## src/rtl/serializer_bidir.sv

```systemverilog
// Parallel-in, serial-out transmitter with selectable bit order.
// Feeds a bidirectional serial-in shift register advanced on sout_valid.
module serializer_bidir #(
  parameter int unsigned WIDTH = 4
) (
  input  logic             clk,
  input  logic             rst,
  input  logic [WIDTH-1:0] din,
  input  logic             din_valid,
  output logic             din_ready,
  input  logic             direccion,
  output logic             sout,
  output logic             sout_valid,
  output logic             done
);

  localparam int unsigned CNT_W = (WIDTH > 1) ? $clog2(WIDTH) : 1;
  localparam logic [CNT_W-1:0] CNT_LAST = CNT_W'(WIDTH - 1);

  typedef enum logic {
    IDLE,
    SHIFT
  } state_e;

  state_e           state_q, state_d;
  logic [WIDTH-1:0] sh_q, sh_d;
  logic [CNT_W-1:0] cnt_q, cnt_d;
  logic             dir_q, dir_d;
  logic             sout_q, sout_d;
  logic             sout_valid_q, sout_valid_d;
  logic             done_q, done_d;
  logic             last_bit;
  logic             accept;

  assign last_bit  = (state_q == SHIFT) && (cnt_q == CNT_LAST);
  assign din_ready = (state_q == IDLE) || last_bit;
  assign accept    = din_valid && din_ready;

  // Next-state; outputs are precomputed from next state so they leave flops.
  always_comb begin
    state_d = state_q;
    sh_d    = sh_q;
    cnt_d   = cnt_q;
    dir_d   = dir_q;

    if (state_q == SHIFT) begin
      sh_d  = dir_q ? (sh_q << 1) : (sh_q >> 1);
      cnt_d = cnt_q + CNT_W'(1);
      if (last_bit) begin
        state_d = IDLE;
      end
    end

    if (accept) begin
      sh_d    = din;
      dir_d   = direccion;
      cnt_d   = '0;
      state_d = SHIFT;
    end

    sout_valid_d = (state_d == SHIFT);
    sout_d       = sout_valid_d && (dir_d ? sh_d[WIDTH-1] : sh_d[0]);
    done_d       = sout_valid_d && (cnt_d == CNT_LAST);
  end

  always_ff @(posedge clk) begin
    if (rst) begin
      state_q      <= IDLE;
      sh_q         <= '0;
      cnt_q        <= '0;
      dir_q        <= 1'b0;
      sout_q       <= 1'b0;
      sout_valid_q <= 1'b0;
      done_q       <= 1'b0;
    end else begin
      state_q      <= state_d;
      sh_q         <= sh_d;
      cnt_q        <= cnt_d;
      dir_q        <= dir_d;
      sout_q       <= sout_d;
      sout_valid_q <= sout_valid_d;
      done_q       <= done_d;
    end
  end

  assign sout       = sout_q;
  assign sout_valid = sout_valid_q;
  assign done       = done_q;

endmodule

```

## config.mk

```make
export PLATFORM = sky130hd
export DESIGN_NAME = serializer_bidir
export DESIGN_NICKNAME = d
export VERILOG_FILES = /design/src/rtl/serializer_bidir.sv
export SDC_FILE = /design/constraint.sdc
export NUM_CORES = 1
export LEC_CHECK = 0
export BUFFER_PORTS_ARGS = -buffer_cell sky130_fd_sc_hd__clkbuf_2
export CORE_AREA = 2 2 39 41
export CTS_BUF_LIST = sky130_fd_sc_hd__clkbuf_4
export DETAILED_ROUTE_END_ITERATION = 10
export DIE_AREA = 0 0 41 43
export PLACE_DENSITY = 0.65
export SYNTH_ARGS = -nofsm -noshare
export SYNTH_HDL_FRONTEND = slang
export SYNTH_SLANG_ARGS = --single-unit
```

## constraint.sdc

```tcl
create_clock -name clk -period 2.3 [get_ports clk]
set_input_delay 0.46 -clock clk [delete_from_list [all_inputs] [get_ports clk]]
set_output_delay 0.46 -clock clk [all_outputs]
set_load 0.01 [all_outputs]
```

==> impl_metrics.json <==
{
  "combPwrFrac": 0.161,
  "post_cts_buffers": 0,
  "path_cells": "ha_1 -> nand2b_1 -> clkbuf_2",
  "cp-startpoint": "cnt_q[0]$_SDFF_PP0_",
  "antenna_found_initial": 0,
  "finish.net_count": 79,
  "period_share": 0.828,
  "drtAntennaViolNets": 0,
  "start_util": 0.364,
  "clock-root-buffer": "clkbuf_4",
  "die_w_um": 41,
  "yosys_warnings": 0,
  "hpwl_um": 720,
  "htree_levels": 1,
  "final_cells": 85,
  "wl_per_cell_um": 11.7,
  "peakVddDrop_mv": 0.184,
  "synthCells": 57,
  "synth_fp_nets": 66,
  "slew_headroom": 0.737,
  "grt_max_degree": 17,
  "via_count": 432,
  "crit_type": "reg2out",
  "gp_congestion": 0.656,
  "cp-endpoint": "din_ready",
  "r2r_start": "cnt_q[0]$_SDFF_PP0_",
  "critPathRequiredTime_ns": 1.84,
  "netlist_area_um2": 504,
  "drt_iter0_markers": 1,
  "ys_ff_latch": 10,
  "reg2reg_to": "sout$_SDFF_PP0_",
  "wl_met1_um": 480,
  "finalSetupTns_ns": 0,
  "drt-total-wl_um": 996,
  "route.detailed.drc": 0,
  "grt.total_usage": 0.126,
  "fmax_mhz": 525,
  "p_sw_frac": 0.269,
  "leakage_nw": 0.247,
  "seqPwrFrac": 0.516,
  "period_needed_ns": 1.90,
  "setup_viol": 0,
  "cap_violations": 0,
  "dp.cells": 81,
  "clk_pin_slew_ns": 0.07,
  "die_area_um2": 1760,
  "route.met2.wl_um": 491,
  "numCtsBuffers": 3,
  "hp-class": "in2reg",
  "overflow": 0,
  "synth_area_per_cell_um2": 8.85,
  "fillers": 137,
  "highest_layer": "met3",
  "start_kind": "flop",
  "reg2reg_setup_slack_ns": 0.78,
  "core_um2": 1380,
  "num_io_pins": 12,
  "cts.path.max_buffers": 2,
  "wl_met3_um": 24,
  "cp_max_fo": 9,
  "slew_viol_final": 0,
  "critical_path_arrival_ns": 1.44,
  "powerDensity_nw_per_um2": 651,
  "worst_pin_slew_ns": 0.393,
  "internal-power_w": 0.000275,
  "io_buffers": 11,
  "dr.pass1.iters": 2,
  "grt_pass1_wl_um": 1490,
  "cts.sinks": 10,
  "viasPerCell": 5.08,
  "fp.dieH_um": 43,
  "outcome": "finished clean",
  "drive_above_1_share": 0.261,
  "seq_area_frac_synth": 0.397,
  "crit_path_top_delay_cell": "dfxtp_1",
  "first_global_vias": 372,
  "clock_latency_ns": 0.26,
  "end_kind": "output pin",
  "area_delta_synth_final_pct": 14.9,
  "finalHoldViolCount": 0,
  "postCtsHoldBufs": 0,
  "p_switching_w": 0.000101,
  "clock-skew-final_ns": 0.00781,
  "cts_resized": 0,
  "tritoncts": "yes",
  "synth_cell_types": 23,
  "fp-row-count": 14,
  "clkPwrFrac": 0.323,
  "rr_worst_depth": 5,
  "slowest_delay_ns": 0.37,
  "insertedDiodeCount": 0,
  "rsz0062_at_grt": "no"
}
-- sequential cells by signal, indices dropped and copies added, names as in the netlist --
register    count
sout_valid      1
sh_q            4
cnt_q           2
done            1
dir_q           1
sout            1
-- kinds of logic after synthesis --
kind of cell | count (synthesis) | synth area share
AOI/OAI and AO/OA | 17 | 0.211
adders and majority gates | 1 | 0.0248
buffers and inverters | 4 | 0.0595
DFF | 10 | 0.397
muxes | 4 | 0.0844
and+or+nand+nor | 21 | 0.223
-- worst min-delay path by stage --
stage,startpoint,to,depth (start not counted)
after CTS,din[1],sh_q[1]$_SDFFE_PP0P_,3
after global routing,din[1],sh_q[1]$_SDFFE_PP0P_,3
after floorplan,cnt_q[0]$_SDFF_PP0_,done$_SDFF_PP0_,1
after detailed placement,cnt_q[0]$_SDFF_PP0_,done$_SDFF_PP0_,1
final,din[2],sh_q[2]$_SDFFE_PP0P_,3
after global placement,cnt_q[0]$_SDFF_PP0_,done$_SDFF_PP0_,1
-- synthesized netlist by cell type --
cell       n  area (um2)
nor3_1     2        10.0
nor2_1     8        30.0
o21ai_1    2        10.0
mux2_2     2        22.5
a31oi_1    1        6.26
buf_6      2        22.5
nor4b_1    1        8.76
dfxtp_1   10         200
nand3_1    2        10.0
a22oi_1    2        15.0
nor3b_1    2        15.0
ha_1       1        12.5
inv_1      1        3.75
and4_1     1        8.76
a21boi_1   2        15.0
nand2b_1   2        12.5
nand2_1    2        7.51
a21oi_1    8        40.0
a21oi_2    1        8.76
a21boi_2   1        11.3
and4b_1    1        10.0
buf_1      1        3.75
mux2i_1    2        20.0
-- cell type report --
class,instances,area (um2),share of cell area
clock buffer,3,22.5,0.0389
clock inverter,1,3.75,0.00648
inverter,1,3.75,0.00648
multi-input combinational,43,274,0.473
sequential,10,200,0.346
tap,16,20.0,0.0346
timing repair buffer,11,55.1,0.0950
-- critical path, delay by kind of cell (launching register included) --
kind	cells	cell delay (ns)
adder cells (fa/ha/maj)	1	0.25
buffers and inverters	1	0.20
flip-flops	1	0.37
AND/OR/NAND/NOR	1	0.36
-- stage by stage --
stage | utilization | instance area [um2] | power [W] | hold WS, ns | setup WS (ns)
2_1_floorplan | - | 504 | 0.000242 | 0.451 | 0.982
3_3_place_gp | 0.400 | 553 | 0.000259 | 0.477 | 0.749
3_5_place_dp | 0.400 | 553 | 0.000259 | 0.479 | 0.697
4_1_cts | 0.419 | 579 | 0.000385 | 0.442 | 0.387
5_1_grt | 0.419 | 579 | 0.000402 | 0.452 | 0.286
6_report | 0.419 | 579 | 0.000377 | 0.456 | 0.396
-- metal layers --
layer | vias to the layer above | GRT usage
li1 | 231 | -
met1 | 193 | 0.143
met2 | 8 | 0.197
met3 | 0 | 0.0157
met4 | 0 | 0.100
met5 | - | 0
-- cell usage in the layout, fill, tap and decap left out, types with 2 or more instances in the layout --
cell type	n
a21boi_1	2
nand3_1	2
o21ai_1	2
clkbuf_2	11
a22oi_1	2
mux2i_1	2
nor3b_1	2
nor2_1	8
a21oi_1	8
clkbuf_4	3
dfxtp_1	10
mux2_2	2
nand2b_1	2
nand2_1	2
nor3_1	2
-- power by group through the flow --
stage	registers [W]	clock network, W	logic, W
after CTS	0.000195	0.000129	0.0000611
after floorplan	0.000197	0	0.0000453
after detailed placement	0.000199	0	0.0000607
final	0.000194	0.000122	0.0000608
after global placement	0.000198	0	0.0000604
after global routing	0.000196	0.000138	0.0000681
No activity file was read; power rests on OpenSTA's default activity.
